### src/rtl/types_pkg.sv
// Shared pipeline types: the rename-to-dispatch payload and the dispatch buffer depth.
package types_pkg;

  typedef enum logic [1:0] {
    FU_ALU = 2'd0,
    FU_MUL = 2'd1,
    FU_LSU = 2'd2,
    FU_BR  = 2'd3
  } fu_e;

  typedef struct packed {
    logic [6:0]  opcode;
    logic [5:0]  prd;
    logic [5:0]  pr1;
    logic [5:0]  pr2;
    logic [31:0] imm;
    logic [3:0]  rob_index;
    fu_e         fu;
  } dispatch_pipeline_data;

  // Entry count used wherever a dispatch_buffer is instantiated; power of two, 2..16.
  localparam int DISPATCH_BUF_DEPTH = 4;

endpackage

### src/rtl/dispatch_buffer.sv
// Circular first-word-fall-through buffer between rename and the ALU reservation station.
module dispatch_buffer
  import types_pkg::*;
#(
  parameter int DEPTH = DISPATCH_BUF_DEPTH
) (
  input  logic                    clk,
  input  logic                    reset,
  input  logic                    flush,
  input  logic                    valid_in,
  output logic                    ready_in,
  input  dispatch_pipeline_data   data_in,
  output logic                    valid_out,
  input  logic                    ready_out,
  output dispatch_pipeline_data   data_out,
  output logic [$clog2(DEPTH):0]  count
);

  localparam int PW = $clog2(DEPTH);
  localparam int CW = PW + 1;

  // Handshake: a transfer happens on a rising edge where valid and ready are both 1.
  // ready_in depends only on the registered count, never on valid_in or ready_out,
  // so a full buffer refuses a push even when it pops in the same cycle.
  logic [PW-1:0]          head;
  logic [PW-1:0]          tail;
  dispatch_pipeline_data  mem [DEPTH];
  logic                   push;
  logic                   pop;

  assign ready_in  = (count != CW'(DEPTH));
  assign valid_out = (count != '0);
  assign data_out  = mem[head];

  assign push = valid_in && ready_in;
  assign pop  = valid_out && ready_out;

  always_ff @(posedge clk) begin
    if (reset || flush) begin
      head  <= '0;
      tail  <= '0;
      count <= '0;
    end else begin
      if (push) tail <= tail + PW'(1);
      if (pop)  head <= head + PW'(1);
      case ({push, pop})
        2'b10:   count <= count + CW'(1);
        2'b01:   count <= count - CW'(1);
        default: count <= count;
      endcase
    end
  end

  // Payload storage is never cleared; the pointers alone define which entries are live.
  always_ff @(posedge clk) begin
    if (push && !flush && !reset) mem[tail] <= data_in;
  end

endmodule

### config.mk
export PLATFORM = sky130hd
export DESIGN_NAME = dispatch_buffer
export DESIGN_NICKNAME = d
export VERILOG_FILES = /design/src/rtl/types_pkg.sv /design/src/rtl/dispatch_buffer.sv
export SDC_FILE = /design/constraint.sdc
export NUM_CORES = 1
export LEC_CHECK = 0
export CAP_MARGIN = 20
export CORE_ASPECT_RATIO = 1.2
export CORE_UTILIZATION = 50
export DETAILED_ROUTE_END_ITERATION = 8
export PLACE_DENSITY = 0.84
export SKIP_LAST_GASP = 1
export SYNTH_ARGS = -nofsm -noshare
export SYNTH_HDL_FRONTEND = slang
export SYNTH_SLANG_ARGS = --single-unit
### constraint.sdc
create_clock -name clk -period 6 [get_ports clk]
set_clock_uncertainty 0.05 [all_clocks]
set_input_delay 1.5 -clock clk [delete_from_list [all_inputs] [get_ports clk]]
set_output_delay 1.5 -clock clk [all_outputs]
set_load 0.03 [all_outputs]
# == Word level (Yosys, flattened, before mapping) ==
# Memories as Yosys holds them, arrays and structs flattened. A register that Yosys moved wholly into a read port is not among the register bits.
# Index checks and enable logic that the tools add are counted.
# totals
ram_bits,252
inputBits,68
mem_count,1
register_bits,7
# op_classes
add_sub_neg,4
muxes,5
eq_ne,3
reduce_logical,9
# memory_table
name,depth,width,read_ports,rd_clocked_by_memory_dff,wr,line_no,source
mem,4,63,1,1,1,dispatch_buffer.sv:27,dispatch_pipeline_data mem [DEPTH];
# ops
operator,count
one-hot mux 3 bit (2 select lines),1
"adder 2 x 1 -> 2 bit, second input constant",2
logical AND 1 bit,4
2-to-1 mux 2 bit,2
"adder 3 x 1 -> 3 bit, second input constant",1
"!= test 3 bit, second input constant",1
nonzero test 3 bit,1
"subtractor 3 x 1 -> 3 bit, second input constant",1
"equality test 2 x 1 -> 1 bit, second input constant",1
"equality test 2 bit, second input constant",1
zero test 1 bit,2
2-to-1 mux 1 bit,2
nonzero test 2 bit,1
logical OR 1 bit,1

# == Depth between registers and ports, before layout ==
# Gate-level depths: netlist of the first run.
# depth
depth_word,6
depth_mapped,10

# == Worst setup path after synthesis of the first run ==
# No wires, ideal clock.
# synth_path
path_kind,input -> register
startpoint,in flush
endpoint,"mem mem[0][0] in the netlist's numbering, enable pin"
setup_slack_ns,2.207
stages,2
t_arrival_ns,3.315
t_required_ns,5.522
setup_time_ns,0.428
path_buffers,0
cell_sequence,nor2_1 > and3_1
# synth_between
elab_chain_cells,5
# synth_lines
element,line_no,source
from (decl),dispatch_buffer.sv:9,"input logic flush,"
zero test 1 bit,dispatch_buffer.sv:56,if (push && !flush && !reset) mem[tail] <= data_in;
logical AND 1 bit (2 in series),dispatch_buffer.sv:56,
2-to-1 mux 1 bit,dispatch_buffer.sv:56,
2-to-1 mux 1 bit (implied by the code),dispatch_buffer.sv:56,
to (decl),dispatch_buffer.sv:27,
# No other way between the ends.

==> metrics.md, run 1 <==
| Metric | Value |
|---|---|
| Hold_buf cts | 0 |
| Worst path arrival time | 3.00 ns |
| # rows | 55 |
| EDFF count, synth | 252 |
| Worst Path Max Fanout | 41 |
| WHS Endpoint | tail[0] |
| Clk buf depth | 3 |
| Diode count | 0 |
| Setup bufs post-CTS | 0 |
| Die W | 128 um |
| Nets | 603 |
| Vias | 4385 |
| Routed length per instance | 21.0 um |
| CTS H-tree depth | 1 |
| Worst slew pin tran | 0.999 ns |
| Fin Hold WS | 0.480 ns |
| Yosys cell types | 29 |
| Clk slew on worst S/H paths | 0.07 ns |
| Main combinational cell family by area after synthesis | multiplexers |
| Post-route cell area | 0.0119 mm^2 |
| Core footprint | 0.0188 mm^2 |
| DR iter-0 viols | 356 |
| Pin count of the biggest net entering global routing | 64 |
| Number of port buffers | 135 |
| First-pass GRT wire length | 26100 um |
| Reg2reg path depth | 9 |
| Primary FF master, synth | edfxtp_1 |
| Top-area cell type share of the netlist area | 79.1% |
| Gate Count Post-Synth | 382 |
| CTS sink count | 261 |
| RSZ-0062 raised after global routing | false |
| Clk Latency, worst-skew pair | 0.50 ns |
| Hold Violations, Final | 0 |
| Crit Path Category | reg -> out |
| RR Endpoint | count[2] |
| Top post-synthesis cells by area | edfxtp_1, mux4_2, dfxtp_1, ha_1, buf_4 |
| Final Max Slew Viols | 0 |
| Placed instance area | 0.0112 mm^2 |
| Syn_nets | 456 |
| Simple-Gate Fraction of Synth Area | 1.14% |
| Min Clock Period, post-route | 4.55 ns |
| DPL Wire Length | 9750 um |
| Vias in the first global route | 4738 |
| Fin util | 63.5% |
| Ports | 136 |
| XOR/XNOR Fraction of Synth Area | 0.366% |
| CTS tree | built |
| Drt pass-1 iters | 4 |
| Pwr Density | 308 mW/mm^2 |
| Vias per cell | 5.47 |
| Hold_sp | tail[0] |
| Worst hold-check path type | reg -> reg |
| Max stage delay on crit path | 0.90 ns |
| TNS Setup | 0 ns |
| Crit path required time | 4.45 ns |
| Dpl ws | 1.88 ns |
| CTS root buf | clkbuf_16 |
| Fmax | 220 MHz |
| Starting density of the core | 50.9% |
| Status | completed |
| Initial antenna violation count | 0 |
| Crit-path slowest cell | dfxtp_4 |
| Worst r2r src | count[2] |
| Cell Area, Synth | 0.00956 mm^2 |
| PostCTS Resize Cnt | 0 |
| Ys async rst share | 0% |
| Layout cells sized above 1 | 20.3% |
| Min-Delay Path Depth | 2 |
| GR Layer Usage met1 | 23.1% |
| Cell Chain, Critical Path | buf_4, mux4_2, clkdlybuf4s50_1 |
| Pleak | 3.71 nW |
| Final WL | 16900 um |
| Syn-to-layout area delta | 24.8% |
| Worst slew margin | 33.4% |
| Crit path capture type | output pin |
| Grt met3 use | 4.07% |
| Met2 Use GR | 29.6% |
| Grt total ovfl | 0 |
| DR DRC count | 0 |
| Seq cells post-synth | 261 |
| Global routing's busiest layer | met2 |
| Maximum vdd ir drop | 0.000274 V |
| Largest area contributor in the netlist | edfxtp_1 |
| Final setup margin | 1.45 ns |
| Maxcap violations | 0 |
| Internal reg-to-reg setup slack | 3.43 ns |
| Final worst path period share | 75.9% |
| Die Y | 154 um |
| Syn_area_per_cell | 25.0 um^2 |
| Startpoint Class | flop |
| Post-synthesis compound-gate area fraction | 0.484% |
| Area share of fa/ha/maj cells after synthesis | 0.863% |
| Register area share after synthesis | 81.0% |
| Die area | 0.0197 mm^2 |
| Endpoints failing setup | 0 |
| Mux cell area share after synthesis | 14.9% |
| GPL Wtd Cong | 0.696 |
| Inserted Clock Buffers | 24 |
| Yosys Warn Count | 0 |
| Final ANT Viol Nets | 0 |
| Total track usage | 17.6% |
==> through the flow <==
| stage | power [mW] | cells |
|---|---|---|
| floorplan | 2.15 | 382 |
| global placement | 2.25 | 759 |
| detailed placement | 2.26 | 759 |
| CTS | 3.71 | 802 |
| global route | 3.79 | 802 |
| finish | 3.68 | 802 |
==> layout make-up <==
| class | instances | area, um^2 |
|---|---|---|
| clock inverters | 16 | 120 |
| repair buffers | 137 | 1370 |
| well taps | 256 | 320 |
| flip-flops and latches | 261 | 7750 |
| fillers | 1251 | 6850 |
| inverters | 6 | 22.5 |
| multi-input cells | 99 | 1720 |
| clock buffers | 27 | 633 |
==> state kept, by name, indices dropped and copies added (netlist names), named ones only <==
name / cells
count: 3
mem: 252
head: 2
tail: 2
==> critical path: cells and delay by family, from the launching register on <==
kind     cells  cell delay [ns]
buf+inv      2             1.04
flops        1             0.90
mux          1             0.56
==> where the power goes <==
group | total, mW | switching [mW] | internal, mW
Combinational | 0.193 | 0.0958 | 0.0976
Sequential | 2.03 | 0.0105 | 2.02
Clock | 1.46 | 0.615 | 0.840
Total | 3.68 | 0.722 | 2.95
==> cell families (layout without fill, tap and decap cells) <==
logic type / Yosys count / count (layout)
AOI/OAI and AO/OA: 6 / 6
muxes: 64 / 64
buffers and inverters: 22 / 186
DFF: 261 / 261
xor gates and xnor gates: 4 / 4
and+or+nand+nor: 19 / 19
adders and majority gates: 6 / 6
==> layout by cell type, fill, tap and decap left out <==
cell	instances
a21oi_1	2
and2_4	1
and3_4	4
buf_4	2
bufinv_16	2
clkbuf_1	2
clkbuf_16	25
clkdlybuf4s50_1	135
clkinv_1	8
clkinv_2	6
dfxtp_1	7
dfxtp_4	2
edfxtp_1	252
fa_1	1
ha_1	5
inv_1	6
mux2i_1	1
mux4_2	63
nand2_1	2
nand4_1	1
nor2_1	7
o21ai_0	1
o311ai_0	1
o31a_2	1
o31ai_2	1
or2_2	1
or3_2	2
or3b_4	1
xnor2_1	1
xor2_1	3
==> cells in the mapped netlist, drive strengths merged (2+ instances only) <==
cell type,number
edfxtp,252
mux4,63
buf,14
dfxtp,9
nor2,7
inv,6
ha,5
and3,4
xor2,3
a21oi,2
clkbuf,2
nand2,2
or3,2
==> layer usage <==
metal | routed length [um] | vias to the layer above
met5 | 0 | -
met4 | 281 | 0
met3 | 1140 | 27
met2 | 8610 | 149
met1 | 6850 | 2292
li1 | - | 1917
==> how the worst max path moves through the flow <==
| stage | endpoint | slack, ns |
|---|---|---|
| after CTS | data_out[14] | 1.34 |
| after global placement | data_out[14] | 1.92 |
| after floorplan | mem[0][0] | 2.21 |
| after global routing | data_out[12] | 1.24 |
| after detailed placement | data_out[14] | 1.88 |
| final | data_out[14] | 1.45 |
No activity file was read; power rests on OpenSTA's default activity.
==> inputs of run 2 (changes only) <==
Clock period 6 ns to 4.53 ns, I/O delays scaled along.
==> run 2 against run 1 <==
  * Global-route usage shrank 0.14 points
  * Worst hold slack lost 0.021 ns
  * Largest power group unchanged
  * Critical path type unchanged
  * Core utilization is essentially flat
==> metrics.md, run 2 (synthesis results as in run 1) <==
| Metric | Value |
|---|---|
| Status | completed |
| Total track usage | 17.4% |
| Core footprint | 0.0188 mm^2 |
| Pwr Density | 407 mW/mm^2 |
| Clk slew on worst S/H paths | 0.07 ns |
| GPL Wtd Cong | 0.673 |
| Initial antenna violation count | 0 |
| Most frequent cells in the layout | edfxtp_1, clkdlybuf4s50_1, mux4_2 |
| Min Clock Period, post-route | 3.97 ns |
| Starting density of the core | 50.9% |
| CTS root buf | clkbuf_16 |
| Largest Register | mem |
| DR DRC count | 0 |
| Crit-path slowest cell | dfxtp_4 |
| DPL Wire Length | 9960 um |
| Worst hold-check path type | reg -> reg |
| Startpoint Class | flop |
| Final Max Slew Viols | 0 |
| First-pass GRT wire length | 26000 um |
| Die Y | 154 um |
| Max stage delay on crit path | 0.71 ns |
| Crit Path Category | reg -> out |
| Inserted Clock Buffers | 24 |
| CTS tree | built |
| Pleak | 3.71 nW |
| Internal reg-to-reg setup slack | 1.93 ns |
| Critical Path End | data_out[19] |
| Clk Latency, worst-skew pair | 0.50 ns |
| Worst slew pin tran | 1.01 ns |
| Maximum vdd ir drop | 0.000300 V |
| PostCTS Resize Cnt | 0 |
| RSZ-0062 raised after global routing | false |
| Syn-to-layout area delta | 24.9% |
| Vias | 4355 |
| Ports | 136 |
| Cell Chain, Critical Path | buf_4, mux4_2, clkdlybuf4s50_1 |
| Drt pass-1 iters | 5 |
| CTS sink count | 261 |
| Hold Violations, Final | 0 |
| Nets | 604 |
| Grt total ovfl | 0 |
| Reg2reg path depth | 9 |
| Crit path capture type | output pin |
| Vias in the first global route | 4784 |
| RR Endpoint | count[2] |
| Worst r2r src | count[2] |
| Final worst path period share | 87.7% |
| Final WL | 16800 um |
| Die area | 0.0197 mm^2 |
| Fmax | 252 MHz |
| Max reg flops | 252 |
| Number of port buffers | 135 |
| DR iter-0 viols | 234 |
| CTS H-tree depth | 1 |
| # rows | 55 |
| Routed length per instance | 20.9 um |
| Crit path required time | 3.35 ns |
| Diode count | 0 |
| TNS Setup | 0 ns |
| Largest regs | mem x252, count x3 |
| Endpoints failing setup | 0 |
| Layout cells sized above 1 | 20.5% |
| Post-placement cell count | 760 |
| Vias per cell | 5.43 |
| Final ANT Viol Nets | 0 |
| Final cell count without fillers | 802 |
| Setup bufs post-CTS | 0 |
| Worst path arrival time | 2.79 ns |
| Clk buf depth | 3 |
| Worst slew margin | 32.5% |
| Hold_buf cts | 0 |
| Worst Path Max Fanout | 28 |
| Maxcap violations | 0 |
| Most common cell after layout, fill and taps aside | edfxtp_1 |
| Die W | 128 um |
| Fillers | 1264 |
| Pin count of the biggest net entering global routing | 64 |
## run 2: changes by cell type in the layout (fill, tap and decap cells not counted)
cell	change
clkinv_1	-1
clkinv_2	-1
buf_4	+1
clkinvlp_4	+1
## run 2: critical path, delay by kind of cell (launching register included)
| family | cells | cell delay (ns) |
|---|---|---|
| buffers and inverters | 2 | 1.00 |
| flip-flops | 1 | 0.71 |
| multiplexers | 1 | 0.56 |
## run 2: report_power, final
group | internal, mW | switching (mW)
Combinational | 0.130 | 0.129
Sequential | 2.67 | 0.0120
Clock | 1.11 | 0.804
Total | 3.91 | 0.945
## run 2: final cells by class
type,instances,area (um^2),share of cell area [%]
sequential,261,7750,64.9
multi-input combinational,99,1720,14.4
timing repair buffer,138,1370,11.5
clock buffer,27,633,5.30
tap,256,320,2.68
clock inverter,15,119,0.995
inverter,6,22.5,0.189
## run 2: worst min-delay path by stage
stage / start / to / cells after the start
global route: tail[0] / tail[0] / 2
floorplan: tail[0] / tail[0] / 2
finish: tail[0] / tail[0] / 2
CTS: tail[0] / tail[0] / 2
global placement: tail[0] / tail[0] / 2
detailed placement: tail[0] / tail[0] / 2
## run 2: routing by layer
layer	GRT usage, %	part of all wire [%]	up-vias
met5	0	0	-
met4	4.99	1.9	0
met3	3.51	6.1	27
met2	30.8	53	147
met1	21.8	39	2268
li1	-	-	1913
## run 2: stage by stage
stage | cell area [um^2] | hold slack (ns) | setup WS (ns) | utilization (%) | power [mW]
after floorplan | 9560 | 0.419 | 1.10 | - | 2.85
after global routing | 11900 | 0.507 | 0.373 | 63.6 | 5.01
after detailed placement | 11200 | 0.454 | 1.01 | 59.6 | 3.00
after global placement | 11200 | 0.428 | 1.03 | 59.6 | 2.98
after CTS | 11900 | 0.462 | 0.467 | 63.6 | 4.90
final | 11900 | 0.459 | 0.555 | 63.6 | 4.86
